[src/rtl/div_pkg.sv]
// Shared types and constants for the iterative RV32M divider.
package div_pkg;

    // Operation select, equal to funct3[1:0] of the M-extension divide group.
    typedef enum logic [1:0] {
        DIV  = 2'b00,
        DIVU = 2'b01,
        REM  = 2'b10,
        REMU = 2'b11
    } div_op_e;

    typedef enum logic [1:0] {
        IDLE,
        CALC,
        FIX
    } div_state_e;

    localparam logic [31:0] INT_MIN = 32'h8000_0000;
    localparam int unsigned ITER    = 32;

endpackage

[src/rtl/adder_nb.sv]
// Adder with inverted b operand: sum = a + ~b + cin, i.e. a - b when cin = 1.
// cout_o is the borrow out (1 when a - b underflows with cin = 1).
module adder_nb #(
    parameter int unsigned N = 32
) (
    input  logic [N-1:0] a_i,
    input  logic [N-1:0] b_i,
    input  logic         cin_i,
    output logic [N-1:0] sum_o,
    output logic         cout_o
);

    logic [N:0] full;

    // Widened add so the carry is available; the carry is inverted into a borrow.
    always_comb begin
        full   = {1'b0, a_i} + {1'b0, ~b_i} + {{N{1'b0}}, cin_i};
        sum_o  = full[N-1:0];
        cout_o = ~full[N];
    end

endmodule

[src/rtl/div_unit.sv]
// Iterative restoring divider for DIV/DIVU/REM/REMU, one quotient bit per cycle.
// Fixed 33-cycle latency from acceptance to the done pulse, for every operand pair.
module div_unit
    import div_pkg::*;
#(
    parameter int unsigned WIDTH = 32
) (
    input  logic             clk,
    input  logic             reset,
    input  logic             start,
    input  logic [1:0]       op,
    input  logic [WIDTH-1:0] a,
    input  logic [WIDTH-1:0] b,
    output logic             busy,
    output logic             done,
    output logic [WIDTH-1:0] result
);

    localparam int unsigned CntW = $clog2(ITER);

    div_state_e       state_q, state_d;
    div_op_e          op_q, op_d;
    logic             sign_a_q, sign_a_d;
    logic             sign_b_q, sign_b_d;
    logic             div_zero_q, div_zero_d;
    logic             ovf_q, ovf_d;
    logic [WIDTH-1:0] a_q, a_d;        // original dividend, returned by REM x/0
    logic [WIDTH-1:0] d_q, d_d;        // |divisor|
    logic [WIDTH-1:0] r_q, r_d;
    logic [WIDTH-1:0] q_q, q_d;
    logic [CntW-1:0]  cnt_q, cnt_d;
    logic             done_q, done_d;
    logic [WIDTH-1:0] result_q, result_d;

    logic             is_signed;
    logic             is_rem;
    logic             neg_want;
    logic             shift_ovf;
    logic [WIDTH-1:0] r_shift, q_shift;
    logic [WIDTH-1:0] sub_diff;
    logic             sub_borrow;
    logic [WIDTH-1:0] fix_src;
    logic [WIDTH-1:0] neg_a_in, neg_a_out, neg_b_out;
    logic             neg_a_nz, neg_b_nz;

    // Shared datapath helpers: {R,Q} shift, result source and negation selection.
    always_comb begin
        is_signed                     = ~op[0];
        is_rem                        = (op_q == REM) || (op_q == REMU);
        {shift_ovf, r_shift, q_shift} = {r_q, q_q, 1'b0};
        fix_src                       = is_rem ? r_q : q_q;
        neg_want                      = ((op_q == DIV) && (sign_a_q ^ sign_b_q)) ||
                                        ((op_q == REM) && sign_a_q);
        // The dividend negator is reused for the final sign fix-up.
        neg_a_in                      = (state_q == FIX) ? fix_src : a;
    end

    adder_nb #(.N(WIDTH)) u_sub (
        .a_i    (r_shift),
        .b_i    (d_q),
        .cin_i  (1'b1),
        .sum_o  (sub_diff),
        .cout_o (sub_borrow)
    );

    // 0 - x; the borrow doubles as an "x is non-zero" flag.
    adder_nb #(.N(WIDTH)) u_neg_a (
        .a_i    ('0),
        .b_i    (neg_a_in),
        .cin_i  (1'b1),
        .sum_o  (neg_a_out),
        .cout_o (neg_a_nz)
    );

    adder_nb #(.N(WIDTH)) u_neg_b (
        .a_i    ('0),
        .b_i    (b),
        .cin_i  (1'b1),
        .sum_o  (neg_b_out),
        .cout_o (neg_b_nz)
    );

    // Next-state logic for the FSM and all datapath registers.
    always_comb begin
        state_d    = state_q;
        op_d       = op_q;
        sign_a_d   = sign_a_q;
        sign_b_d   = sign_b_q;
        div_zero_d = div_zero_q;
        ovf_d      = ovf_q;
        a_d        = a_q;
        d_d        = d_q;
        r_d        = r_q;
        q_d        = q_q;
        cnt_d      = cnt_q;
        done_d     = 1'b0;
        result_d   = result_q;

        case (state_q)
            IDLE: begin
                if (start) begin
                    op_d       = div_op_e'(op);
                    sign_a_d   = is_signed & a[WIDTH-1];
                    sign_b_d   = is_signed & b[WIDTH-1];
                    div_zero_d = ~neg_b_nz;
                    ovf_d      = is_signed && (a == INT_MIN) && (b == '1);
                    a_d        = a;
                    q_d        = (is_signed & a[WIDTH-1]) ? neg_a_out : a;
                    d_d        = (is_signed & b[WIDTH-1]) ? neg_b_out : b;
                    r_d        = '0;
                    cnt_d      = '0;
                    state_d    = CALC;
                end
            end
            CALC: begin
                // Bit shifted out of R means R' >= 2^32 > D, so the trial always fits.
                if (shift_ovf || !sub_borrow) begin
                    r_d = sub_diff;
                    q_d = {q_shift[WIDTH-1:1], 1'b1};
                end else begin
                    r_d = r_shift;
                    q_d = q_shift;
                end
                cnt_d = cnt_q + 1'b1;
                if (cnt_q == CntW'(ITER - 1)) begin
                    state_d = FIX;
                end
            end
            FIX: begin
                if (div_zero_q) begin
                    result_d = is_rem ? a_q : '1;
                end else if (ovf_q) begin
                    result_d = is_rem ? '0 : INT_MIN;
                end else begin
                    // Zero needs no negation, so the non-zero flag gates the select.
                    result_d = (neg_want && neg_a_nz) ? neg_a_out : fix_src;
                end
                done_d  = 1'b1;
                state_d = IDLE;
            end
            default: state_d = IDLE;
        endcase
    end

    // State and datapath registers with synchronous reset.
    always_ff @(posedge clk) begin
        if (reset) begin
            state_q    <= IDLE;
            op_q       <= DIV;
            sign_a_q   <= 1'b0;
            sign_b_q   <= 1'b0;
            div_zero_q <= 1'b0;
            ovf_q      <= 1'b0;
            a_q        <= '0;
            d_q        <= '0;
            r_q        <= '0;
            q_q        <= '0;
            cnt_q      <= '0;
            done_q     <= 1'b0;
            result_q   <= '0;
        end else begin
            state_q    <= state_d;
            op_q       <= op_d;
            sign_a_q   <= sign_a_d;
            sign_b_q   <= sign_b_d;
            div_zero_q <= div_zero_d;
            ovf_q      <= ovf_d;
            a_q        <= a_d;
            d_q        <= d_d;
            r_q        <= r_d;
            q_q        <= q_d;
            cnt_q      <= cnt_d;
            done_q     <= done_d;
            result_q   <= result_d;
        end
    end

    assign busy   = (state_q != IDLE);
    assign done   = done_q;
    assign result = result_q;

endmodule

[config.mk]
export PLATFORM = sky130hd
export DESIGN_NAME = div_unit
export DESIGN_NICKNAME = d
export VERILOG_FILES = /design/src/rtl/div_pkg.sv /design/src/rtl/adder_nb.sv /design/src/rtl/div_unit.sv
export SDC_FILE = /design/constraint.sdc
export NUM_CORES = 1
export LEC_CHECK = 0
export CELL_PAD_IN_SITES_DETAIL_PLACEMENT = 1
export CELL_PAD_IN_SITES_GLOBAL_PLACEMENT = 2
export CORE_MARGIN = 3
export CORE_UTILIZATION = 28
export DETAILED_ROUTE_END_ITERATION = 12
export PLACE_DENSITY_LB_ADDON = 0.1
export SYNTH_ARGS = -nofsm -noshare
export SYNTH_HDL_FRONTEND = slang
export SYNTH_HIERARCHICAL = 1
export SYNTH_SLANG_ARGS = --single-unit
[constraint.sdc]
create_clock -name clk -period 5.8 [get_ports clk]
set_input_delay 0.58 -clock clk [delete_from_list [all_inputs] [get_ports clk]]
set_output_delay 0.58 -clock clk [all_outputs]
set_load 0.05 [all_outputs]
Yosys cells after proc, flatten, opt, wreduce, memory -nomap -nowiden

Index checks and enable logic that the tools add are counted.

$add $sub $neg: 5
Eq/ne operators: 9
Mux-type cells: 21
Bitwise operators: 8
Reductions and logical operators: 15

Operators by type and width:

| kind                                           | number |
|---|---|
| two-way mux 32 bit                             | 12 |
| case mux 32 bit (2 select lines)               | 2 |
| NOT 32 bit                                     | 3 |
| adder 32 x 1 -> 33 bit (second input constant) | 2 |
| == test 32 bit (second input constant)         | 2 |
| adder 32 x 32 -> 33 bit                        | 1 |
| adder 33 x 1 -> 33 bit (second input constant) | 1 |
| case mux 5 bit (2 select lines)                | 1 |
| == test 2 bit (second input constant)          | 3 |
| AND reduction 2 bit                            | 3 |
| adder 5 x 1 -> 5 bit (second input constant)   | 1 |
| == test 5 bit (second input constant)          | 1 |
| logical AND 1 bit                              | 5 |
| two-way mux 5 bit                              | 1 |
| logical NOT 2 bit                              | 2 |
| two-way mux 2 bit                              | 2 |
| inequality test 2 bit (second input constant)  | 2 |
| case mux 2 bit (2 select lines)                | 1 |
| nonzero test 2 bit                             | 2 |
| logical OR 1 bit                               | 3 |
| bitwise AND 1 bit                              | 2 |
| == test 2 x 1 -> 1 bit (second input constant) | 1 |
| two-way mux 1 bit                              | 2 |
| NOT 1 bit                                      | 2 |
| XOR 1 bit                                      | 1 |

Flip-flop bits (word level): 174
Input port bits: 69
Output and inout port bits: 34
Logic and storage cells: 71

Longest topological paths before layout

Gate-level depths: netlist of the first run.

Word-level depth: 11
Depth in mapped cells: 20
Gate-level depth less buffers: 16

By module

The synthesis of the first run kept the hierarchy.

By module, submodules not included:

| module                  | times used | cells an instance | area an instance (sq um) | sequential area each (sq um) |
|---|---|---|---|---|
| div_unit                | 1          | 1135              | 8719.6                   | 3483.3 |
| adder_nb at u_neg_a ... | 2          | 310               | 2024.4                   | 0.0 |
| adder_nb at u_sub       | 1          | 274               | 1821.7                   | 0.0 |

Least setup slack after synthesis of the first run

No wires, ideal clock.

Kind: flip-flop to flip-flop
Start point: register state_q[0]
End point: register result_q[7] (netlist: result[7])
Data arrival time: 3868 ps
Required time: 5655 ps
Setup slack: 1787 ps
Cell stages (with the launch flop): 21
Path buffers: 4
Cells stage by stage: dfxtp_1 nand2b_1 clkbuf_1 clkbuf_1 nand2_1 o21ai_0 fa_1 fa_1 nor2b_4 o2111ai_1 nand2_1 a211o_1 a221o_1 a21o_2 a21oi_1 nand2b_1 or2_1 buf_4 buf_6 o211ai_1 a311oi_1

Cells in the longest elaborated chain, start to end: 9

Ends and longest elaborated chain:

| what                     | line            | text |
|---|---|---|
| start: declaration       | div_unit.sv:21  | `div_state_e state_q, state_d;` |
| start signal: assignment | div_unit.sv:162 | `state_q <= state_d;` |
| == test 2 bit            | div_unit.sv:55  | `neg_a_in = (state_q == FIX) ? fix_src : a;` |
| two-way mux 32 bit       | div_unit.sv:55  |  |
| net neg_a_in[0]          | div_unit.sv:43  | `logic [WIDTH-1:0] neg_a_in, neg_a_out, neg_b_out;` |
| NOT 32 bit               | adder_nb.sv:17  | `full = {1'b0, a_i} + {1'b0, ~b_i} + {{N{1'b0}}, cin_i};` |
| adder 32 x 1 -> 33 bit   | adder_nb.sv:17  |  |
| NOT 1 bit                | adder_nb.sv:19  | `cout_o = ~full[N];` |
| net neg_a_nz             | div_unit.sv:44  | `logic neg_a_nz, neg_b_nz;` |
| logical AND 1 bit        | div_unit.sv:136 | `result_d = (neg_want && neg_a_nz) ? neg_a_out : fix_src;` |
| two-way mux 32 bit       | div_unit.sv:136 |  |
| two-way mux 32 bit       | div_unit.sv:132 | `end else if (ovf_q) begin` |
| two-way mux 32 bit       | div_unit.sv:130 | `if (div_zero_q) begin` |
| end signal: assignment   | div_unit.sv:174 | `result_q <= result_d;` |
| end: declaration         | div_unit.sv:33  | `logic [WIDTH-1:0] result_q, result_d;` |

The timed path passes the listed nets, and every way through them passes these cells.
A chain may end at the register's enable or synchronous reset.

Final worst setup path of the first run

Start point: register state_q[0]
End point: register result_q[19] (netlist: result[19])

Same word-level chain as after synthesis.

==> flow_summary_export.csv, run 1 <==
group,metric,value,unit
status,outcome,"complete, no violations",
global_route,grt_first_pass_wirelength,88.8,mm
detailed_routing,drtPass1Iterations,5,
setup_path,crit_slowest_cell,"or2_1",
setup_path,end_kind,"register",
timing,relSlewSlack,32.2,%
final_layout,antenna_cells,0,
detailed_routing,via_count,14700,
setup_path,critPathArrivalTime,5310,ps
clock_network,insertion_delay,490,ps
pwr,seqPwrFrac,35.0,%
min_path,whs_path_depth,2,
clock_network,cts_buffers,17,
yosys,netlist_area,14600,µm²
global_route,grt_util_all_layers,21.2,%
setup_path,endpoint,"result[19]",
setup_path,crit_chain,"nand2b_2 > buf_4 > o21ai_0 > fa_1 > fa_1 > nor2b_4 > o2111ai_1 > nand2_1 > a211o_1 > a221o_1 > a21o_2 > a21oi_1 > nand2b_1 > or2_1 > buf_4 > o211ai_1 > a311oi_1",
detailed_routing,drc,0,
placement,port_buffers,102,
yosys,synth-async-reset-ratio,0,%
clock_network,clk_path_buf_depth,2,
setup_path,r2r_cells,17,
die,dieArea,54900,µm²
yosys,avgSynthCellArea,7.19,µm²
timing,drv_slew,0,
pwr,pwr_density_cell,220,nW/µm²
placement,place_congestion,0.853,
final_layout,nets,2270,
placement,dpl.hpwl,43.0,mm
timing,tns,0,ps
global_route,grt_antenna_before_repair,1,
global_route,overflow,0,
setup_path,cp.depth,17,
yosys,synth-seq-area-share,23.9,%
detailed_routing,ant_nets,0,
yosys,synth_edf_count,0,
final_layout,final_common_cell,"nand2_1",
timing,finalCriticalPeriod,4920,ps
yosys,synthFlopType,"dfxtp_1",
die,die_x,234,µm
clock_network,cts.repair.resized,0,
pwr,swShare,36.1,%
global_route,grt_max_degree,105,
clock_network,cts-root-buf,"clkbuf_16",
clock_network,cts_tree,"built",
timing,worstMarginPinSlew,1020,ps
detailed_routing,via_per_inst,5.26,
die,start_util,28.4,%
clock_network,post_cts_buffers,0,
min_path,min_path_type,"register to register",
detailed_routing,routedWlPerCell,20.7,µm
yosys,yosysWarningCount,6,
timing,clock_skew,15.8,ps
die,die_h,234,µm
timing,rsz0062_at_grt,"false",
clock_network,clk_pin_slew,70,ps
yosys,synth_seq_cells,174,
setup_path,max_stage_delay,660,ps
setup_path,cp_max_fo,19,
die,rows,83,
pwr,pwr-share-comb,31.7,%
setup_path,cp.required,6190,ps
setup_path,crit_buf_inv,2,
setup_path,critPathLaunch,"state_q[0]",
setup_path,crit_path_start_kind,"register",
clock_network,cts_sinks,174,
timing,period_share,84.8,%
pwr,clkPwrFrac,33.3,%
timing,clock.fmax,0.203,GHz
final_layout,utilization,32.9,%
setup_path,worstSetupPathType,"register to register",
pwr,ir_drop,242,µV
global_route,grt_pass1_vias,14600,
yosys,synthDistinctLibCells,76,
setup_path,r2r-start,"state_q[0]",
timing,setup_viol,0,
detailed_routing,wl,57.8,mm
pwr,p_sw,1.34,mW
setup_path,cpLargestDelayFamily,"compound AO/OA/AOI/OAI gates",
final_layout,layout-drive-gt1-share,4.40,%
die,pin_count,103,
die,core,51400,µm²
run,max_cap_viol_count,0,
final_layout,fillers,6299,
clock_network,hold_buffers,0,
setup_path,regToRegSetupSlack,880,ps
yosys,syn_inst,2029,
setup_path,timing.rr.end,"result[19]",
pwr,p_leak,6.65,nW
detailed_routing,first_iter_violations,811,
pwr,p_int,2.38,mW
clock_network,h-tree-depth,4,
timing,hold_viol_final,0,
final_layout,areaGrowthSynthToFinish,16.1,%
final_layout,final_cell_mix,"nand2_1 (269), a21oi_1 (236), nor2_1 (204), dfxtp_1 (173), o21ai_0 (139)",
cells by family (layout without fill, tap and decap cells):
logic type / count (synthesis) / count (layout) / synth area share, %
buffers and inverters: 264 / 280 / 7.42
AOI/OAI and AO/OA: 674 / 674 / 29.0
and+or+nand+nor: 644 / 644 / 19.6
adders and majority gates: 101 / 101 / 8.97
muxes: 94 / 94 / 6.45
xor gates and xnor gates: 76 / 76 / 4.61
DFF: 174 / 174 / 23.9
other: 2 / 69 / 0.0515
layout make-up:
type / count / area, µm² / share of cell area, %
sequential: 174 / 3480 / 20.6
inverter: 127 / 477 / 2.81
tap: 680 / 851 / 5.02
multi-input combinational: 1658 / 10300 / 61.0
clock inverter: 10 / 139 / 0.820
clock buffer: 21 / 460 / 2.72
timing repair buffer: 122 / 1180 / 7.00
how the worst min path moves through the flow:
stage | startpoint | slack, ps | to
2_1_floorplan | op_q[0] | 430 | op_q[0]
3_3_place_gp | a_q[29] | 440 | a_q[29]
3_5_place_dp | a_q[10] | 450 | a_q[10]
4_1_cts | a_q[12] | 460 | a_q[12]
5_1_grt | a_q[10] | 470 | a_q[10]
6_report | a_q[12] | 450 | a_q[12]
worst reg2reg max path, cell delays in order (launching register included):
cell and delay (ps):
dfxtp_1 510, nand2b_2 250, buf_4 260, o21ai_0 170, fa_1 460, fa_1 470, nor2b_4 150, o2111ai_1 130
nand2_1 120, a211o_1 170, a221o_1 270, a21o_2 180, a21oi_1 60, nand2b_1 90, or2_1 660, buf_4 420
o211ai_1 130, a311oi_1 300
power groups by stage:
stage | clock (mW) | combinational (mW) | sequential, mW
floorplan | 0 | 0.825 | 1.31
global placement | 0 | 1.14 | 1.33
detailed placement | 0 | 1.15 | 1.33
CTS | 1.28 | 1.15 | 1.30
global route | 1.33 | 1.32 | 1.31
finish | 1.24 | 1.18 | 1.30
flip-flops by register name (all words and copies together), names as in the netlist:
| name | cells |
|---|---|
| cnt_q | 5 |
| sign_a_q | 1 |
| q_q | 32 |
| ovf_q | 1 |
| div_zero_q | 1 |
| op_q | 2 |
| r_q | 32 |
| done | 1 |
| a_q | 32 |
| result | 32 |
| d_q | 32 |
| state_q | 2 |
| sign_b_q | 1 |
per-layer routing:
| layer | up-vias | share of wire (%) | track usage, % |
|---|---|---|---|
| met5 | - | 0 | 0 |
| met4 | 0 | 2.4 | 6.91 |
| met3 | 48 | 3.2 | 3.26 |
| met2 | 199 | 44 | 32.7 |
| met1 | 7154 | 51 | 30.1 |
| li1 | 7292 | - | - |
Yosys cell counts, drive strengths merged, types with 31 or more instances:
cell type | number | share of area, %
a211oi | 40 | 2.1
a21o | 41 | 2.1
a21oi | 238 | 8.2
a311oi | 32 | 2.0
a31oi | 48 | 2.1
buf | 47 | 1.8
clkbuf | 90 | 2.3
dfxtp | 174 | 24
ha | 95 | 8.1
inv | 127 | 3.3
mux2i | 94 | 6.4
nand2 | 270 | 6.9
nand4 | 31 | 1.3
nor2 | 206 | 5.3
o211ai | 50 | 2.7
o21ai | 141 | 4.9
xnor2 | 51 | 3.1
per-stage QoR:
step	cells	setup WS (ps)	total power, mW	hold WS [ps]	area (µm²)
global placement	2761	938	2.47	439	16300
detailed placement	2761	820	2.48	446	16300
global route	2792	504	3.96	472	16900
CTS	2792	889	3.74	456	16900
floorplan	2096	1790	2.13	431	14800
finish	2792	881	3.72	452	16900
No activity file was read; power rests on OpenSTA's default activity.
==> inputs of run 2 (changes only) <==
==> constraint.sdc (replaced) <==
create_clock -name clk -period 4.7 [get_ports clk]
set_input_delay 0.47 -clock clk [delete_from_list [all_inputs] [get_ports clk]]
set_output_delay 0.47 -clock clk [all_outputs]
set_load 0.05 [all_outputs]
==> flow_summary_export.csv, run 2 (synthesis gave the netlist of run 1 again) <==
group,metric,value,unit
final_layout,stdcell_count,2802,
timing,worst_slack,415,ps
placement,place_congestion,0.870,
final_layout,utilization,33.1,%
placement,place_area,16400,µm²
die,die_h,234,µm
clock_network,cts_tree,"built",
global_route,grt_first_pass_wirelength,91.0,mm
setup_path,crit_buf_inv,0,
global_route,grt_pass1_vias,15000,
status,outcome,"complete, no violations",
clock_network,cts_buffers,17,
timing,hold_viol_final,0,
min_path,whs_path_depth,2,
timing,clock.fmax,0.233,GHz
pwr,p_leak,6.69,nW
global_route,grt_antenna_before_repair,0,
final_layout,antenna_cells,0,
setup_path,max_stage_delay,550,ps
placement,port_buffers,102,
placement,dp_slack,308,ps
global_route,grt_util_all_layers,21.8,%
timing,finalCriticalPeriod,4280,ps
timing,drv_slew,0,
min_path,min_path_type,"register to register",
die,dieArea,54900,µm²
die,start_util,28.4,%
die,die_x,234,µm
timing,rsz0062_at_grt,"false",
timing,relSlewSlack,34.8,%
setup_path,critPathArrivalTime,4630,ps
global_route,overflow,0,
detailed_routing,routedWlPerCell,21.1,µm
timing,tns,0,ps
clock_network,cts_sinks,174,
final_layout,fillers,6356,
setup_path,worstSetupPathType,"register to register",
pwr,pwr_density_cell,268,nW/µm²
pwr,ir_drop,293,µV
clock_network,post_cts_buffers,0,
timing,period_share,91.2,%
final_layout,layout-drive-gt1-share,4.85,%
detailed_routing,ant_nets,0,
clock_network,h-tree-depth,4,
detailed_routing,wl,59.1,mm
setup_path,path_common_cell,"a21oi_1",
die,core,51400,µm²
clock_network,hold_buffers,0,
detailed_routing,drc,0,
clock_network,cts-root-buf,"clkbuf_16",
detailed_routing,via_count,14800,
timing,worstMarginPinSlew,977,ps
final_layout,final_cell_mix,"nand2_1 (269), a21oi_1 (236), nor2_1 (204), dfxtp_1 (173), o21ai_0 (139)",
clock_network,cts.repair.resized,0,
detailed_routing,first_iter_violations,759,
run,max_cap_viol_count,0,
final_layout,areaGrowthSynthToFinish,16.5,%
detailed_routing,drtPass1Iterations,5,
die,pin_count,103,
setup_path,regToRegSetupSlack,420,ps
setup_path,crit_chain,"mux2i_1 > o21ai_0 > fa_1 > fa_1 > nor2b_4 > o2111ai_1 > a21oi_1 > a31oi_1 > o311ai_1 > o211ai_1 > mux2i_1 > nor2_1 > a21oi_1 > a21oi_1",
die,rows,83,
timing,clock_skew,15.0,ps
clock_network,clk_path_buf_depth,2,
timing,whs,454,ps
final_layout,final_common_cell,"nand2_1",
clock_network,insertion_delay,500,ps
clock_network,clk_pin_slew,80,ps
timing,setup_viol,0,
detailed_routing,via_per_inst,5.30,
placement,dpl.hpwl,44.6,mm
setup_path,end_kind,"register",
pwr,power,4.56,mW
setup_path,cpLargestDelayFamily,"compound AO/OA/AOI/OAI gates",
final_layout,nets,2279,
setup_path,cp_max_fo,10,
setup_path,crit_slowest_cell,"o311ai_1",
setup_path,cp.required,5050,ps
setup_path,r2r_cells,14,
final_layout,fin_area,17000,µm²
global_route,grt_max_degree,112,
setup_path,crit_path_start_kind,"register",
placement,dp.cells,2770,
setup_path,cp.depth,14,
-- run 2: cell types whose count changed in the layout (fill, tap and decap cells not counted) --
cell / change
buf_4: +7
inv_6: +4
buf_12: +2
bufinv_16: -2
clkbuf_1: -1
clkbuf_8: -1
clkinv_2: -1
clkinv_4: +1
inv_8: +1
nor4_1: +1
nor4_2: -1
-- run 2: layer usage --
metal	up-vias	track usage, %	part of all wire, %
met5	-	0	0
met4	0	7.33	2.9
met3	68	3.56	3.4
met2	237	34.0	44
met1	7237	30.4	50
li1	7302	-	-
-- run 2: tightest hold or removal path, stage by stage (launching register included) --
cell	delay, ps
dfxtp_1	310
nand2_1	50
a21oi_1	50
-- run 2: layout make-up --
class	instances	area, µm²	area share [%]
Timing Repair Buffer	131	1280	7.52
Inverter	127	477	2.81
Sequential cell	174	3480	20.5
Tap cell	680	851	5.01
Clock buffer	19	443	2.61
Clock inverter	13	129	0.758
Multi-Input combinational cell	1658	10300	60.8
-- run 2: final timing paths --
kind         startpoint       to
max             op_q[1]  q_q[30]
min             a_q[23]  a_q[23]
max reg2reg     op_q[1]  q_q[30]
min reg2reg     a_q[23]  a_q[23]
-- run 2: where the power goes --
group	leakage [nW]	internal, mW	switching [mW]	total, mW
Sequential	1.42	1.55	0.0635	1.61
Combinational	4.99	0.539	0.936	1.48
Clock	0.281	0.753	0.719	1.47
Total	6.69	2.84	1.72	4.56
